===== src/rtl/uart_rx_pkt_assembler.sv =====
`default_nettype none
// ============================================================================
// Module      : uart_rx_pkt_assembler
// Description : Groups received UART bytes into {byte0, byte1} packets with a
//               baud-scaled inter-byte timeout; holds each packet until acked.
//               Optional XOR checksum byte enabled by macro PKT_XOR_CHECK_EN.
// Revision    : 1.0 - initial release
// ============================================================================
module uart_rx_pkt_assembler #(
    parameter int BAUD_CNT_MAX_9600  = 5208,
    parameter int BAUD_CNT_MAX_19200 = 2604,
    parameter int BAUD_CNT_MAX_38400 = 1302,
    parameter int TIMEOUT_BYTES      = 4
) (
    input  logic       clk,
    input  logic       rst,
    input  logic [1:0] baud_setting,
    input  logic       rx_end_flag,
    input  logic [7:0] rx_data,
    input  logic       pkt_ack,
    output logic       pkt_valid,
    output logic [7:0] pkt_byte0,
    output logic [7:0] pkt_byte1,
    output logic       timeout_err,
    output logic       overrun_err,
    output logic       chk_err
);

    localparam logic [1:0] c_st_idle    = 2'd0;
    localparam logic [1:0] c_st_wait_b1 = 2'd1;
    localparam logic [1:0] c_st_wait_ck = 2'd2;
    localparam logic [1:0] c_st_hold    = 2'd3;

    localparam logic [23:0] c_limit_9600  = 24'(TIMEOUT_BYTES * 10 * BAUD_CNT_MAX_9600);
    localparam logic [23:0] c_limit_19200 = 24'(TIMEOUT_BYTES * 10 * BAUD_CNT_MAX_19200);
    localparam logic [23:0] c_limit_38400 = 24'(TIMEOUT_BYTES * 10 * BAUD_CNT_MAX_38400);
    localparam logic [23:0] c_timer_max   = 24'hFF_FFFF;

    logic [1:0]  r_state;
    logic [1:0]  w_state_next;
    logic [23:0] r_timer;
    logic [23:0] w_limit;
    logic        w_timer_expired;
    logic        w_waiting;
    logic [7:0]  r_byte0;
    logic [7:0]  r_byte1;
    logic        r_timeout_err;
    logic        r_overrun_err;
    logic        w_load_b0;
    logic        w_load_b1;
    logic        w_timer_clr;
    logic        w_timeout;
    logic        w_overrun;
    logic        w_chk_fail;

    // Limit follows baud_setting combinationally so a mid-packet change takes
    // effect at once; >= makes a shrinking limit still expire promptly.
    always_comb begin
        case (baud_setting)
            2'd0:    w_limit = c_limit_9600;
            2'd1:    w_limit = c_limit_19200;
            default: w_limit = c_limit_38400;
        endcase
    end

    assign w_timer_expired = (r_timer >= (w_limit - 24'd1));
    assign w_waiting       = (r_state == c_st_wait_b1) || (r_state == c_st_wait_ck);

    // State register
    always_ff @(posedge clk) begin
        if (rst) begin
            r_state <= c_st_idle;
        end else begin
            r_state <= w_state_next;
        end
    end

    // Next-state logic
    always_comb begin
        w_state_next = r_state;
        case (r_state)
            c_st_idle: begin
                if (rx_end_flag) w_state_next = c_st_wait_b1;
            end
            c_st_wait_b1: begin
                if (rx_end_flag) begin
`ifdef PKT_XOR_CHECK_EN
                    w_state_next = c_st_wait_ck;
`else
                    w_state_next = c_st_hold;
`endif
                end else if (w_timer_expired) begin
                    w_state_next = c_st_idle;
                end
            end
`ifdef PKT_XOR_CHECK_EN
            c_st_wait_ck: begin
                if (rx_end_flag) begin
                    w_state_next = (rx_data == (r_byte0 ^ r_byte1)) ? c_st_hold : c_st_idle;
                end else if (w_timer_expired) begin
                    w_state_next = c_st_idle;
                end
            end
`endif
            c_st_hold: begin
                if (pkt_ack) w_state_next = rx_end_flag ? c_st_wait_b1 : c_st_idle;
            end
            default: w_state_next = c_st_idle;
        endcase
    end

    // Output / datapath-control logic
    always_comb begin
        pkt_valid   = (r_state == c_st_hold);
        w_load_b0   = 1'b0;
        w_load_b1   = 1'b0;
        w_timer_clr = 1'b0;
        w_timeout   = 1'b0;
        w_overrun   = 1'b0;
        w_chk_fail  = 1'b0;
        case (r_state)
            c_st_idle: begin
                w_load_b0   = rx_end_flag;
                w_timer_clr = rx_end_flag;
            end
            c_st_wait_b1: begin
                w_load_b1   = rx_end_flag;
                w_timer_clr = rx_end_flag;
                w_timeout   = !rx_end_flag && w_timer_expired;
            end
            c_st_wait_ck: begin
                w_timeout   = !rx_end_flag && w_timer_expired;
                w_chk_fail  = rx_end_flag && (rx_data != (r_byte0 ^ r_byte1));
            end
            c_st_hold: begin
                w_load_b0   = rx_end_flag && pkt_ack;
                w_timer_clr = rx_end_flag && pkt_ack;
                w_overrun   = rx_end_flag && !pkt_ack;
            end
            default: ;
        endcase
    end

    always_ff @(posedge clk) begin
        if (rst) begin
            r_byte0       <= 8'h00;
            r_byte1       <= 8'h00;
            r_timer       <= 24'd0;
            r_timeout_err <= 1'b0;
            r_overrun_err <= 1'b0;
        end else begin
            if (w_load_b0) r_byte0 <= rx_data;
            if (w_load_b1) r_byte1 <= rx_data;
            if (w_timer_clr) begin
                r_timer <= 24'd0;
            end else if (w_waiting && (r_timer != c_timer_max)) begin
                r_timer <= r_timer + 24'd1;
            end
            r_timeout_err <= w_timeout;
            r_overrun_err <= w_overrun;
        end
    end

`ifdef PKT_XOR_CHECK_EN
    logic r_chk_err;
    always_ff @(posedge clk) begin
        if (rst) begin
            r_chk_err <= 1'b0;
        end else begin
            r_chk_err <= w_chk_fail;
        end
    end
    assign chk_err = r_chk_err;
`else
    logic w_chk_unused;
    assign w_chk_unused = w_chk_fail;
    assign chk_err      = 1'b0;
`endif

    assign pkt_byte0   = r_byte0;
    assign pkt_byte1   = r_byte1;
    assign timeout_err = r_timeout_err;
    assign overrun_err = r_overrun_err;

endmodule
`default_nettype wire


===== config.mk =====
export PLATFORM = sky130hd
export DESIGN_NAME = uart_rx_pkt_assembler
export DESIGN_NICKNAME = d
export VERILOG_FILES = /design/src/rtl/uart_rx_pkt_assembler.sv
export SDC_FILE = /design/constraint.sdc
export NUM_CORES = 1
export LEC_CHECK = 0
export BUFFER_PORTS_ARGS = -buffer_cell sky130_fd_sc_hd__buf_4
export CAP_MARGIN = 10
export CORE_ASPECT_RATIO = 0.75
export CORE_MARGIN = 1
export CORE_UTILIZATION = 45
export DETAILED_ROUTE_END_ITERATION = 12
export PLACE_DENSITY_LB_ADDON = 0.05
export RECOVER_POWER = 100
export REMOVE_ABC_BUFFERS = 1
export SYNTH_ARGS = -nofsm -noshare
export SYNTH_HDL_FRONTEND = slang
export SYNTH_SLANG_ARGS = --single-unit

===== constraint.sdc =====
create_clock -name clk -period 3.1 [get_ports clk]
set_clock_uncertainty 0.2 [all_clocks]
set_input_delay 0 -clock clk [delete_from_list [all_inputs] [get_ports clk]]
set_output_delay 0 -clock clk [all_outputs]
set_load 0.02 [all_outputs]

==> flow_summary.toml <==
[timing]
setup_slack_ns = 0.291
slew_headroom = 0.416
timing.final.crit_period_ns = 2.81
worst_slew_pin_slew_ns = 0.869
finalSetupViolations = 0
rsz0062_at_grt = "no"
fin_tns_setup_ns = 0
clock.fmax_mhz = 356
slew_violations = 0
hold_violations = 0
fin_crit_sh = 0.906

[floorplanning]
row_count = 22
io-pin-count = 34
core_area_sq_um = 5060
die_w_um = 87.1
die_y_um = 65.9
start_util = 0.483
dieArea_sq_um = 5740

[power_and_ir_drop]
ir_worst_vdd_mv = 0.332
p_leak_nw = 1.07
finalPower_mw = 1.49
power_density_nw_per_um2 = 521

[cts]
cts_tree = "yes"
cts_made_buffers = 5
clockBufferDepth = 2
cts_resized = 0
holdBufCountCts = 16
path_clk_slew_ns = 0.08
clk_latency_ns = 0.29
clockRootBuffer = "clkbuf_8"
htreeDepth = 2
postCtsSetupBuffers = 0
cts_num_sinks = 44

[logic_synthesis]
ys_ff_latch = 44
synth_top_area_frac = 0.360
async_flop_share = 0
syn-mean-instance-area_sq_um = 8.70
synth_cell_types = 53
synth.top_cells.by_area = "dfxtp_1, ha_1, nor2_1, a21oi_1, nand2_1"
synth-edff-count = 0
synthCells = 281
synth_area_sq_um = 2450
yosysSeqAreaShare = 0.360
synth_top_area_cell = "dfxtp_1"
synthFlopType = "dfxtp_1"
ys_warn_count = 0

[grt]
grt_pass1_vias = 1862
grtUsageTotal = 0.211
grt_start_max_net_pins = 24
gr-total-overflow = 0
antenna_found_initial = 0
grt_first_pass_wirelength_um = 9370

[hold_path]
holdPathStages = 7
holdPathEnd = "timeout_err"
hp-class = "in -> reg"
min_from = "baud_setting[1]"

[route]
drt_drc_violations_left = 0
dr_total_vias = 2133
ant_nets = 0
wl_per_cell_um = 14.1
drt_iter0_drc = 123
vias_per_cell = 5.32
drtPass1Iterations = 4
wl_um = 5660

[critical_path]
rr_worst_depth = 7
cp_max_fo = 8
required_ns = 3.09
worst_setup_path_end_kind = "flip-flop"
arrival_ns = 2.80
timing.rr.end = "pkt_byte0[0]"
critPathLaunchType = "flip-flop"
r2r_setup_slack_ns = 0.29
crit_type = "reg -> reg"
r2r-start = "r_state[0]"

[place]
dp_slack_ns = 0.522
place_congestion = 0.803
portBuffers = 32
dp_hpwl_um = 4100

[cells_and_area]
nNetsFinal = 361
antenna-diode-count = 0
drive_above_1_share = 0.0942
areaGrowthSynthToFinish_pct = 17.0

[job]
drv_cap = 0

[status]
status = "finished, final reports clean"
==> how the worst max path moves through the flow <==
stage	endpoint	from	cells past startpoint
after floorplan	pkt_byte0[0]	r_state[0]	5
after global placement	r_timer[23]	r_state[0]	7
after detailed placement	r_timer[23]	r_state[0]	7
after CTS	r_timer[23]	r_state[0]	7
after global routing	pkt_byte0[6]	r_state[0]	7
final	pkt_byte0[0]	r_state[0]	7
==> where the power goes <==
group          internal, mW  leakage (nW)  switching, mW
clock network         0.178        0.0510          0.195
logic                 0.171         0.667          0.291
registers             0.618         0.356         0.0379
==> area by class of cell <==
cell class                      count  area (sq um)
Fill cell                         506          2200
Multi-Input combinational cell    218          1430
Sequential cell                    44           881
Timing Repair Buffer               50           337
Tap cell                           72          90.1
Clock buffer                        6          82.6
Inverter                            9          33.8
Clock inverter                      2          10.0
==> registers in the layout, indices dropped and copies added, names as in the netlist <==
signal       count
pkt_byte1        8
pkt_byte0        8
overrun_err      1
timeout_err      1
r_state          2
r_timer         24
==> routing by layer <==
metal,part of all wire,global-route usage,vias to the layer above,wire length (um)
li1,-,-,1109,-
met1,0.55,0.339,981,3130
met2,0.40,0.281,41,2250
met3,0.045,0.0437,2,256
met4,0.0034,0.0430,0,19
met5,0,0,-,0
==> cells by family after synthesis <==
| group | synth area share |
|---|---|
| buf+inv | 0.0343 |
| mux | 0.0373 |
| fa+ha+maj | 0.0972 |
| compound gates | 0.130 |
| flops | 0.360 |
| xor+xnor | 0.0645 |
| other cells | 0.00153 |
| simple gates | 0.275 |
==> worst max-delay path, stage by stage, from the launching register on <==
cell           delay (ns)
dfxtp_1              0.41
inv_1                0.12
ha_1                 0.37
nor3b_1              0.21
clkbuf_1             0.52
mux2i_1              0.26
nor2_1               0.06
dlygate4sd3_1        0.56
==> metrics by stage <==
| stage | utilization | std cells | hold slack (ns) | instance area (sq um) |
|---|---|---|---|---|
| floorplan | - | 271 | -0.131 | 2400 |
| global placement | 0.541 | 377 | 0.0455 | 2740 |
| detailed placement | 0.541 | 377 | 0.0555 | 2740 |
| CTS | 0.591 | 401 | 0.211 | 2990 |
| global route | 0.565 | 401 | 0.272 | 2860 |
| finish | 0.565 | 401 | 0.220 | 2860 |
==> cell usage after synthesis, types with 2 or more instances <==
| cell type | count |
|---|---|
| dfxtp_1 | 44 |
| nor2_1 | 31 |
| nand2_1 | 27 |
| a21oi_1 | 22 |
| ha_1 | 19 |
| nand3_1 | 18 |
| inv_1 | 9 |
| xnor2_1 | 9 |
| xor2_1 | 9 |
| mux2i_1 | 8 |
| nand4_1 | 8 |
| clkbuf_1 | 6 |
| nor3_1 | 5 |
| nor4_1 | 5 |
| a211oi_1 | 4 |
| o211ai_1 | 4 |
| o21ai_0 | 4 |
| o2111ai_1 | 3 |
| or3_1 | 3 |
| a21oi_2 | 2 |
| a31oi_1 | 2 |
| and2_1 | 2 |
| and3_1 | 2 |
| buf_1 | 2 |
| nand2b_1 | 2 |
| nor3b_1 | 2 |
| nor4_2 | 2 |
| or4_2 | 2 |
==> cell usage in the layout (no fill, tap or decap), types with 2 or more instances in the layout <==
master	Yosys	layout
dfxtp_1	44	44
nor2_1	31	31
nand2_1	27	27
a21oi_1	22	23
clkbuf_1	6	21
ha_1	19	19
nand3_1	18	18
dlygate4sd3_1	0	16
buf_4	1	13
inv_1	9	9
nand4_1	8	9
xnor2_1	9	9
xor2_1	9	9
mux2i_1	8	8
nor4_1	5	7
clkbuf_8	0	6
nor3_1	5	5
a211oi_1	4	4
o211ai_1	4	4
o21ai_0	4	4
or3_1	3	3
o2111ai_1	3	3
nand2b_1	2	2
o21ai_1	1	2
a31oi_1	2	2
or4_2	2	2
nor3b_1	2	2
and3_1	2	2
clkinv_2	0	2
(Power assumes the default switching activity.)
